## src/rtl/pixel_fetch_sequencer.sv

```systemverilog
// pixel_fetch_sequencer
// Walks x/y across the frame and, at each pixel, walks the active layers,
// issuing one layer RAM read per enabled layer and pulsing next_layer /
// next_pixel / frame_done for the compositor.
//
// Optional feature: define SBX_LAYER_SKIP_EN to add the layer_en port.
// Layers whose enable bit is low are passed over in one cycle without a read.
// Without the macro every layer below the latched limit is requested.

module pixel_fetch_sequencer #(
    parameter int H_RES      = 1920,
    parameter int V_RES      = 1080,
    parameter int MAX_LAYERS = 32
) (
    input  logic        clk,
    input  logic        reset,
    input  logic        start,
    input  logic [5:0]  num_layers,
`ifdef SBX_LAYER_SKIP_EN
    input  logic [31:0] layer_en,
`endif
    output logic        rd_req,
    input  logic        rd_ack,
    input  logic        pix_ready,
    output logic [4:0]  layer,
    output logic [10:0] x,
    output logic [10:0] y,
    output logic        next_layer,
    output logic        next_pixel,
    output logic        frame_done,
    output logic        busy
);

    typedef enum logic [1:0] {
        IDLE,
        REQ,
        PIX,
        DONE
    } stateT;

    localparam logic [10:0] X_LAST   = 11'(H_RES - 1);
    localparam logic [10:0] Y_LAST   = 11'(V_RES - 1);
    localparam logic [5:0]  LAYER_CAP = 6'(MAX_LAYERS);

    stateT       state;
    logic [4:0]  lastLayer;
    logic [5:0]  clampedLayers;
    logic [4:0]  startLastLayer;
    logic [4:0]  layerPlusOne;
    logic        firstLayerEnabled;
    logic        nextLayerEnabled;
    logic        advance;

    // Clamp the requested layer count into 1..MAX_LAYERS and derive the index
    // of the last layer so the walk can compare against it directly.
    always_comb begin
        clampedLayers = num_layers;
        if (num_layers == 6'd0) begin
            clampedLayers = 6'd1;
        end else if (num_layers > LAYER_CAP) begin
            clampedLayers = LAYER_CAP;
        end
        startLastLayer = 5'(clampedLayers - 6'd1);
    end

    // Decide whether the layer about to be presented needs a read, and whether
    // the current layer is finished (either its read was accepted, or it was
    // skipped and rd_req was never raised for it).
    always_comb begin
        layerPlusOne = layer + 5'd1;
`ifdef SBX_LAYER_SKIP_EN
        firstLayerEnabled = layer_en[0];
        nextLayerEnabled  = layer_en[layerPlusOne];
`else
        firstLayerEnabled = 1'b1;
        nextLayerEnabled  = 1'b1;
`endif
        advance = (rd_req & rd_ack) | ~rd_req;
    end

    // Sequencer: every output is a register updated alongside the state, so
    // pulses appear in the cycle after the event that caused them. DONE lasts
    // two cycles so that busy stays high through the frame_done pulse.
    always_ff @(posedge clk) begin
        if (reset) begin
            state      <= IDLE;
            lastLayer  <= 5'd0;
            rd_req     <= 1'b0;
            layer      <= 5'd0;
            x          <= 11'd0;
            y          <= 11'd0;
            next_layer <= 1'b0;
            next_pixel <= 1'b0;
            frame_done <= 1'b0;
            busy       <= 1'b0;
        end else begin
            next_layer <= 1'b0;
            next_pixel <= 1'b0;
            frame_done <= 1'b0;

            case (state)
                IDLE: begin
                    rd_req <= 1'b0;
                    busy   <= 1'b0;
                    if (start) begin
                        lastLayer <= startLastLayer;
                        layer     <= 5'd0;
                        x         <= 11'd0;
                        y         <= 11'd0;
                        busy      <= 1'b1;
                        rd_req    <= firstLayerEnabled;
                        state     <= REQ;
                    end
                end

                REQ: begin
                    if (advance) begin
                        if (layer != lastLayer) begin
                            layer      <= layerPlusOne;
                            next_layer <= 1'b1;
                            rd_req     <= nextLayerEnabled;
                        end else begin
                            rd_req <= 1'b0;
                            state  <= PIX;
                        end
                    end
                end

                PIX: begin
                    if (pix_ready) begin
                        next_pixel <= 1'b1;
                        layer      <= 5'd0;
                        if (x == X_LAST) begin
                            x <= 11'd0;
                            if (y == Y_LAST) begin
                                y      <= 11'd0;
                                rd_req <= 1'b0;
                                state  <= DONE;
                            end else begin
                                y      <= y + 11'd1;
                                rd_req <= firstLayerEnabled;
                                state  <= REQ;
                            end
                        end else begin
                            x      <= x + 11'd1;
                            rd_req <= firstLayerEnabled;
                            state  <= REQ;
                        end
                    end
                end

                DONE: begin
                    rd_req <= 1'b0;
                    layer  <= 5'd0;
                    x      <= 11'd0;
                    y      <= 11'd0;
                    if (!frame_done) begin
                        frame_done <= 1'b1;
                    end else begin
                        busy  <= 1'b0;
                        state <= IDLE;
                    end
                end

                default: begin
                    rd_req <= 1'b0;
                    busy   <= 1'b0;
                    state  <= IDLE;
                end
            endcase
        end
    end

endmodule

```

## config.mk

```make
export PLATFORM = sky130hd
export DESIGN_NAME = pixel_fetch_sequencer
export DESIGN_NICKNAME = d
export VERILOG_FILES = /design/src/rtl/pixel_fetch_sequencer.sv
export SDC_FILE = /design/constraint.sdc
export NUM_CORES = 1
export LEC_CHECK = 0
export CORE_MARGIN = 2
export CORE_UTILIZATION = 51
export DETAILED_ROUTE_END_ITERATION = 8
export PLACE_DENSITY = 0.86
export SLEW_MARGIN = 30
export SYNTH_ARGS = -nofsm -noshare
export SYNTH_HDL_FRONTEND = slang
export SYNTH_SLANG_ARGS = --single-unit
```

## constraint.sdc

```tcl
create_clock -name clk -period 2.4 [get_ports clk]
set_clock_uncertainty 0.2 [all_clocks]
set_input_delay 0.36 -clock clk [delete_from_list [all_inputs] [get_ports clk]]
set_output_delay 0.36 -clock clk [all_outputs]
set_load 0.02 [all_outputs]
```

## Yosys cells after proc, flatten, opt, wreduce, memory -nomap -nowiden

Index checks and enable logic that the tools add are counted.

- Bits in registers: 39
- Bits in latches: 0
- Memory bits (writable): 0
- Memory bits (read-only): 0
- Bits of input ports: 11
- Output and inout bits: 32
- Logic and storage cells: 83
- Memories kept: 0

- Add/sub/neg operators: 4
- Multipliers: 0
- Div/mod/pow operators: 0
- $lt $le $gt $ge: 1
- Eq/ne operators: 13
- Shift operators: 0
- Muxes and demuxes: 34
- Bitwise gates (word level): 7
- Reductions and logical operators: 14

Operators by type and width:

| cell | number |
|---|---|
| 2-to-1 mux 11 bit | 6 |
| case mux 11 bit (3 select lines) | 2 |
| 2-to-1 mux 5 bit | 6 |
| adder 11 x 1 -> 11 bit (second input constant) | 2 |
| equality test 11 bit (second input constant) | 2 |
| case mux 5 bit (4 select lines) | 1 |
| 2-to-1 mux 2 bit | 7 |
| inequality test 2 bit (second input constant) | 7 |
| 2-to-1 mux 1 bit | 9 |
| case mux 2 bit (4 select lines) | 1 |
| AND reduction 4 bit | 2 |
| > comparator 6 bit (second input constant) | 1 |
| logical NOT 6 bit | 1 |
| AND reduction 2 bit | 3 |
| adder 5 x 1 -> 5 bit (second input constant) | 1 |
| inequality test 5 bit | 1 |
| inverter 1 bit | 5 |
| AND reduction 5 bit | 1 |
| subtractor 5 x 1 -> 5 bit (second input constant) | 1 |
| equality test 2 bit (second input constant) | 2 |
| case mux 1 bit (4 select lines) | 1 |
| OR reduction 2 bit | 2 |
| AND reduction 3 bit | 1 |
| nonzero test 3 bit | 1 |
| 7 further kinds | 7 |

## Depth between registers and ports, before layout

Gate-level depths: netlist of the first run.

- Depth after elaboration: 5
- Gate-level depth with buffers: 7
- Mapped depth without buffers: 6

## Worst setup path after synthesis of the first run

Ideal clock, no wire load.

- Path kind: register -> register
- From: reg x[0]
- To: reg y[0]
- Arrival: 1.815 ns
- Slack: 0.315 ns
- Stages on the path, launching flop included: 6
- Path buffers: 0
- Cell sequence: dfxtp_1 > ha_1 > nand2_1 > or4_4 > or4_1 > a21oi_1

- Cells in the longest elaborated chain, start to end: 3

RTL lines:

| what | line | text |
|---|---|---|
| start, declared | 26 | `output logic [10:0] x,` |
| start signal, assigned | 145 | `x <= x + 11'd1;` |
| equality test 11 bit | 133 | `if (x == X_LAST) begin` |
| inequality test 2 bit (no source line) | -- |  |
| AND reduction 4 bit (no source line) | -- |  |
| end signal, assigned | 140 | `y <= y + 11'd1;` |
| end, declared | 27 | `output logic [10:0] y,` |

No other way between the ends.
A chain may end at the register's enable or synchronous reset.

## Final worst setup path of the first run

- From: reg x[4]
- To: reg y[10]

The elaborated chain is that of the path after synthesis.

==> results of run 1 <==
flip-flops by register name, summed over array words and instances, names as in the netlist:
| register | flops |
|---|---|
| busy | 1 |
| y | 11 |
| next_layer | 1 |
| x | 11 |
| lastLayer | 5 |
| layer | 5 |
| state | 2 |
| rd_req | 1 |
| frame_done | 1 |
| next_pixel | 1 |
layer usage:
layer	wire length (um)	part of all wire, %
met1	2170	44
met4	71	1.4
met3	259	5.2
met2	2470	50
met5	0	0
cells by family (layout without fill, tap and decap cells):
logic type / count (synthesis) / in the layout / share of synthesized area, %
XOR/XNOR: 14 / 14 / 5.88
adder cells (fa/ha/maj): 4 / 4 / 2.40
buffers and inverters: 13 / 62 / 3.24
AO/OA/AOI/OAI: 61 / 61 / 18.8
AND/OR/NAND/NOR: 123 / 123 / 31.2
multiplexers: 2 / 2 / 1.02
flip-flops: 39 / 39 / 37.5
power breakdown:
| part | internal, W | switching [W] |
|---|---|---|
| registers | 0.000673 | 0.0000335 |
| logic | 0.000125 | 0.000157 |
| clock network | 0.000202 | 0.000242 |
worst reg2reg max path: cells and delay by family, from the launching register on:
kind	cells	cell delay, ps
AOI/OAI and AO/OA	2	450
DFF	1	440
and+or+nand+nor	3	950
worst max-delay path by stage:
stage | start | to | slack (ps)
3_5_place_dp | num_layers[4] | lastLayer[4] | -8
6_report | x[4] | y[10] | 250
2_1_floorplan | x[0] | y[0] | 320
4_1_cts | state[1] | y[10] | 240
3_3_place_gp | start | x[5] | 60
5_1_grt | x[1] | y[7] | 20
layout make-up:
type                            instances  share of cell area (%)
Clock buffer                            5                    2.58
Clock inverter                          3                   0.750
Inverter                                3                   0.422
Multi-Input combinational cell        204                    46.3
Sequential cell                        39                    29.3
Tap cell                               50                    2.34
Timing Repair Buffer                   51                    18.3
cell usage in the layout (no fill, tap or decap), types with 2 or more instances in the layout:
master,count
a211oi_1,5
inv_1,3
buf_4,9
clkbuf_8,5
ha_1,4
nor3b_1,6
a311oi_1,2
clkdlybuf4s50_1,42
and3_2,2
nand4_1,2
and3_1,2
or3_1,6
nor4_1,3
a31oi_1,4
a21boi_0,3
nor2_1,29
nand3_1,11
xnor2_1,6
o21a_1,2
nor3_1,9
o21ai_0,21
o41ai_1,2
nand2_1,21
clkinvlp_4,2
nand2b_1,9
nor4b_1,2
dfxtp_1,38
xor2_1,8
a22oi_1,2
a21oi_1,8
o31ai_1,6
nor2b_1,16
metrics by stage:
| step | instance area [um^2] | util [%] | instances | hold WS, ps |
|---|---|---|---|---|
| 2_1_floorplan | 2080 | - | 256 | 247 |
| 3_3_place_gp | 2580 | 64.9 | 347 | 256 |
| 3_5_place_dp | 2580 | 64.9 | 347 | 268 |
| 4_1_cts | 2670 | 67.2 | 355 | 280 |
| 5_1_grt | 2670 | 67.2 | 355 | 302 |
| 6_report | 2670 | 67.2 | 355 | 278 |
==> impl.org, run 1 <==
** Outcome
- Run status :: completed

** Timing
- The number of failing hold endpoints at the final stage came to 0.
- Final WS setup :: 253 ps
- Setup TNS after final layout :: 0 ps
- Min Tclk post-route :: 2150 ps
- Final setup viols :: 0
- Max transition margin :: 68.2%
- The final number of max-transition violations came to 0.
- F_max :: 466 MHz
- The worst path uses 89.5% of the clock period.
- Setup repair after global routing left no endpoint under its margin.
- For the pin with the worst max-slew slack, the measured transition is 470 ps.

** Global routing
- Wire length of the first global-routing pass :: 8320 um
- Maximum number of pins on one net before global-route repair :: 31
- In the global route stage, met1 resource usage came out at 29.0%.
- Met2 GRT Util :: 39.1%
- Global routing finished with a remaining overflow of 0.
- The global routing stage identified its most utilized layer as met2.
- For met3 alone, demand over resource in global routing was 5.59%.
- Across every metal layer, demand over resource in global routing totals 23.4%.
- The via count of the first global-routing pass came to 1864.
- The number of antenna violations at the first check in global routing was 0.

** Hold path
- Hold Crit Class :: flip-flop to flip-flop
- Number of cells on the worst hold path :: 2
- Worst-case hold path end point :: lastLayer[0]
- The worst hold path begins at lastLayer[0].

** Cells and area
- The final layout contains 319 nets.
- The number of antenna diodes in the final layout is 0.
- From synthesis to final layout, the design area changed by 28.0%.
- Cells with a size suffix above 1 make up 8.20% of the layout.
- Fillers :: 345
- FF+latch area :: 782 um^2
- Summing all multi-input logic gate instances after layout gives 0.00124 mm^2.

** Synth
- In the post-synthesis netlist, the cell with the most instances is dfxtp_1.
- Mapped Nets :: 271
- Count of warnings emitted by yosys :: 0
- For this run, the register share of the synthesized area comes to 37.5%.
- Post-synth top cells :: dfxtp_1 (39), nor2_1 (29), nand2_1 (21), o21ai_0 (21), nor2b_1 (16)
- Among all flip-flop cells after synthesis, the most frequent one is dfxtp_1.
- Post-synth design cell area :: 0.00208 mm^2
- Yosys top cell by area :: dfxtp_1
- Number of synthesized flops with an enable pin :: 0
- Number of distinct library cells after synthesis :: 44
- Instance count of the mapped netlist :: 256
- Most area-consuming cells after synthesis :: dfxtp_1 (37%), nor2_1 (5.2%), o21ai_0 (5.0%)
- Synth top area share :: 37.5%
- A synthesized cell averages 8.14 um^2.
- Counting flops and latches in the post-synthesis netlist gives 39.
- Post-synthesis async set-or-reset flop share :: 0%

** Critical path
- Beginning of the worst register-to-register path :: x[4]
- Along the worst path, the maximum fanout reaches 8.
- The number of cells on the worst reg-to-reg path is 5.
- Worst flop-to-flop path endpoint :: y[10]
- Worst reg2reg setup slack :: 250 ps
- Worst Path Required :: 2400 ps
- STA classifies the critical path endpoint as a flip-flop.
- Total number of cells along the worst setup path :: 5
- Critical-path top delay cell :: or4_4
- Cell-by-cell listing of the critical path :: nand4_1 -> or4_4 -> a31oi_1 -> nand2_1 -> o31ai_1
- Number of buffers and inverters on the critical path :: 0
- Critical Path AT :: 2140 ps
- Worst stage delay on the critical path :: 590 ps
- The setup path with the least slack is of type flip-flop to flip-flop.
- On the critical path the largest part of the delay comes from simple AND/OR/NAND/NOR gates.
- STA classifies the critical path startpoint as a flip-flop.

** Die
- Initial Util :: 52.5%
- Die span in y :: 67.9 um
- The floorplan step defined a die boundary enclosing 0.00461 mm^2.
- I/O Pins :: 43
- Std cell rows :: 23
- Horizontal extent of the die :: 67.9 um
- Core area :: 0.00397 mm^2

** Drt
- Router iterations before antenna repair :: 4
- In this run the remaining antenna-violating nets after routing total 0.
- Drt initial violations :: 201
- Count of unresolved DRC violations after routing :: 0
- Routed wire length :: 4970 um
- Per-cell routed wire length :: 14.0 um
- Via count :: 2019
- DR vias/cell :: 5.69

** Clock network
- The number of setup buffers added after CTS is 0.
- For the worst-skew pair, the clock arrives at the later sink with an insertion delay of 290 ps.
- CTS tree :: yes
- Hold repair after CTS inserted 0 buffers.
- Bufs on Longest Clock Path :: 2
- The tree built by TritonCTS fans out to 39 sinks.
- Clock-pin slew was measured on the worst setup and hold paths at 80 ps.
- The tree is rooted in a clkbuf_8.
- The number of gates resized after CTS was 0.
- Maximum level of the CTS H-tree :: 2
- Number of CTS-inserted buffers :: 5

** Placed design
- The HPWL after detailed placement is 3570 um.
- Port buffering added 42 buffers.
- GPL Wtd Cong :: 0.817
- Dpl ws :: -7.53 ps

** Power and ir drop
- VDD IR-drop max :: 336 uV
- Overall Power :: 0.00143 W
- Power density over cell area :: 537 mW/mm^2
- Leakage power :: 0.926 nW

** Flow run
- Max-capacitance violation count :: 0
(Power assumes the default switching activity.)
==> run 2, diff against run 1 <==
--- a/config.mk
+++ b/config.mk
@@ -5,9 +5,11 @@
 export SDC_FILE = /design/constraint.sdc
 export NUM_CORES = 1
 export LEC_CHECK = 0
+export CORE_ASPECT_RATIO = 2
 export CORE_MARGIN = 2
 export CORE_UTILIZATION = 51
 export DETAILED_ROUTE_END_ITERATION = 8
+export HOLD_SLACK_MARGIN = 0.08
 export PLACE_DENSITY = 0.86
 export SLEW_MARGIN = 30
 export SYNTH_ARGS = -nofsm -noshare
==> run 2 against run 1 <==
Sequential share of layout area down 0.21 points. Non-clock buffer count up 2. Die area up 0.67%. Core utilization up 1.9 points. Worst hold slack better by 20 ps. First-iteration DRC count down 83%.
==> impl.org, run 2 (synthesis gave the netlist of run 1 again) <==
** Drt
- Per-cell routed wire length :: 14.7 um (+5.0%)
- Met1 Wirelength :: 1930 um (-11%)
- The number of remaining DRC errors was 0 (unchanged).
- The met3 routed wirelength was 184 um (-29%).
- The post-route antenna net violation count was 0 (unchanged).
- DR vias/cell :: 5.85 (+2.9%)
- Top Metal Used :: met4
- The detailed-route via count is 2095 (+3.8%).
- The number of iterations in the first detailed-routing pass is 4 (unchanged).
- Routed wire length :: 5260 um (+5.9%)
- The number of design-rule violations left by the first detailed-router iteration is 35 (-83%).
- Met2 WL :: 2940 um (+19%)

** Cells and area
- The library cell used most frequently in the layout, excluding fill and tap cells, is clkdlybuf4s50_1.
- The number of diodes came to 0 (unchanged).
- Highest-count cells in the layout ignoring fill and taps :: clkdlybuf4s50_1 (42), dfxtp_1 (39), nor2_1 (29), nand2_1 (21), o21ai_0 (21)
- The number of cells in the finished layout apart from fillers was 358 (+0.85%).
- Relative to the synthesized area, the layout overhead comes to 28.8%.
- Ratio of cells with drive above 1 in the final layout :: 8.47% (+0.27 points)
- The final net count is 321 (+0.63%).
- In the final layout, the registers with the most flip-flops are x (11), y (11).
- The final cell area excluding filler cells came to 0.00268 mm^2 (+0.56%).

** Clock network
- Bufs on Longest Clock Path :: 2 (unchanged)
- CTS resizes :: 0 (unchanged)
- # Post-CTS Setup Buffers :: 0 (unchanged)
- CTS tree :: yes
- Maximum level of the CTS H-tree :: 2 (unchanged)
- Root Driver :: clkbuf_8
- The clock transition at the registers of the reported paths was 80 ps (about the same).
- Number of CTS-inserted buffers :: 5 (unchanged)
- Number of buffers inserted by hold repair at cts :: 0 (unchanged)
- The clock latency on the worst-skew pair is 290 ps (about the same).
- Clock sink total :: 39 (unchanged)

** Flow run
- Max-capacitance violation count :: 0 (unchanged)

** Die
- Horizontal extent of the die :: 49.2 um (-28%)
- Die outline area :: 0.00465 mm^2 (+0.67%)
- The initial standard-cell utilization of the core was 53.7% (+1.2 points).
- Core area :: 0.00388 mm^2 (-2.2%)
- The top-level port count was 43 (unchanged).
- Die span in y :: 94.4 um (+39%)
- Std cell rows :: 32 (+39%)

** Power and ir drop
- VDD IR-drop max :: 472 uV (+41%)
- Overall Power :: 0.00144 W (+0.78%)
- Power density over cell area :: 538 mW/mm^2 (+0.21%)
- The leakage power was 0.934 nW (+0.88%).

** Global routing
- The overall global routing resource usage came to 24.4% (+0.95 points).
- The total congestion overflow is 0 (unchanged).
- The wire length of the first global-routing pass was 8900 um (+7.0%).
- Antenna violations before repair :: 0 (unchanged)
- Maximum number of pins on one net before global-route repair :: 22 (-29%)
- The via count of the first global-routing pass came to 2110 (+13%).

** Timing
- The headroom to the max-slew limit is 62.9% (-5.4 points).
- Min Tclk post-route :: 2200 ps (+53.7 ps)
- F_max :: 454 MHz (-2.4%)
- The share of the cycle needed by the critical path after routing was 91.7% (+2.2 points).
- Final setup viols :: 0 (unchanged)
- Setup repair after global routing missed its margin :: false
- Worst Max-Slew Pin Slew :: 553 ps (+82.9 ps)
- The number of failing hold endpoints at the final stage was 0 (unchanged).
- The final number of max-transition violations is 0 (unchanged).

** Hold path
- Hold Crit Class :: flip-flop to flip-flop

** Critical path
- Critical-path top delay cell :: or4_4
- Most used cell along the critical path :: nand2_1
- Critical Path AT :: 2200 ps (+60 ps)
- The data required time at the worst endpoint is 2400 ps (about the same).
- CP Capture Type :: flip-flop
- The worst stage delay on the critical path was 460 ps (-130 ps).
- Walking the worst path, the cells encountered are ha_1 -> nand2_1 -> or4_4 -> a31oi_1 -> nand2_1 -> o31ai_1.
- The setup path with the least slack is of type flip-flop to flip-flop.
- The maximum fanout count along the critical path was 8 (unchanged).
- The worst setup path is launched from a flip-flop.

** Outcome
- Run status :: completed

** Placed design
- Total placed cells including tap cells :: 350 (+0.86%)
- Placed Area :: 0.00259 mm^2 (+0.63%)
- The last weighted congestion value of the routability-driven placer came to 0.887 (+8.6%).
- Number of input and output port buffers inserted :: 42 (unchanged)
- The final HPWL from detailed placement is 3920 um (+9.6%).
## run 2: cell types whose count changed in the layout (fill, tap and decap cells not counted), sizes merged
cell / delta
buf: +2
## run 2: final timing paths
check	from	end	slack [ps]	depth (start not counted)
min	frame_done	frame_done	300	1
max reg2reg	x[1]	y[9]	200	6
min reg2reg	frame_done	frame_done	300	1
max	x[1]	y[9]	200	6
## run 2: critical path: cells and delay by family, from the launching register on
family          cells  cell delay (ps)
flops               1              410
fa+ha+maj           1              210
compound gates      2              490
simple gates        3              800
## run 2: area by class of cell
cell class              instances  area [um^2]
clock buffers                   5         68.8
inverters                       3         11.3
fillers                       346         1200
clock inverters                 3         20.0
repair buffers                 53          503
well taps                      51         63.8
multi-input cells             204         1240
flip-flops and latches         39          781
## run 2: stage by stage
stage	hold slack, ps	util (%)	setup WS [ps]	setup TNS (ps)
final	298	69.1	199	0
after global routing	327	69.1	22.6	0
after CTS	299	69.1	225	0
after detailed placement	286	66.8	-12.5	-25.4
after global placement	282	66.8	12.9	0
after floorplan	247	-	315	0
## run 2: where the power goes
group          internal (W)  switching [W]  leakage, nW
Sequential         0.000673      0.0000320        0.316
Combinational      0.000130       0.000165        0.578
Clock              0.000202       0.000242       0.0402
Total               0.00101       0.000439        0.934
## run 2: layer usage
| metal | vias up | track usage, % |
|---|---|---|
| met5 | - | 0 |
| met2 | 63 | 47.9 |
| li1 | 1016 | - |
| met4 | 0 | 17.1 |
| met1 | 997 | 21.9 |
| met3 | 19 | 3.32 |
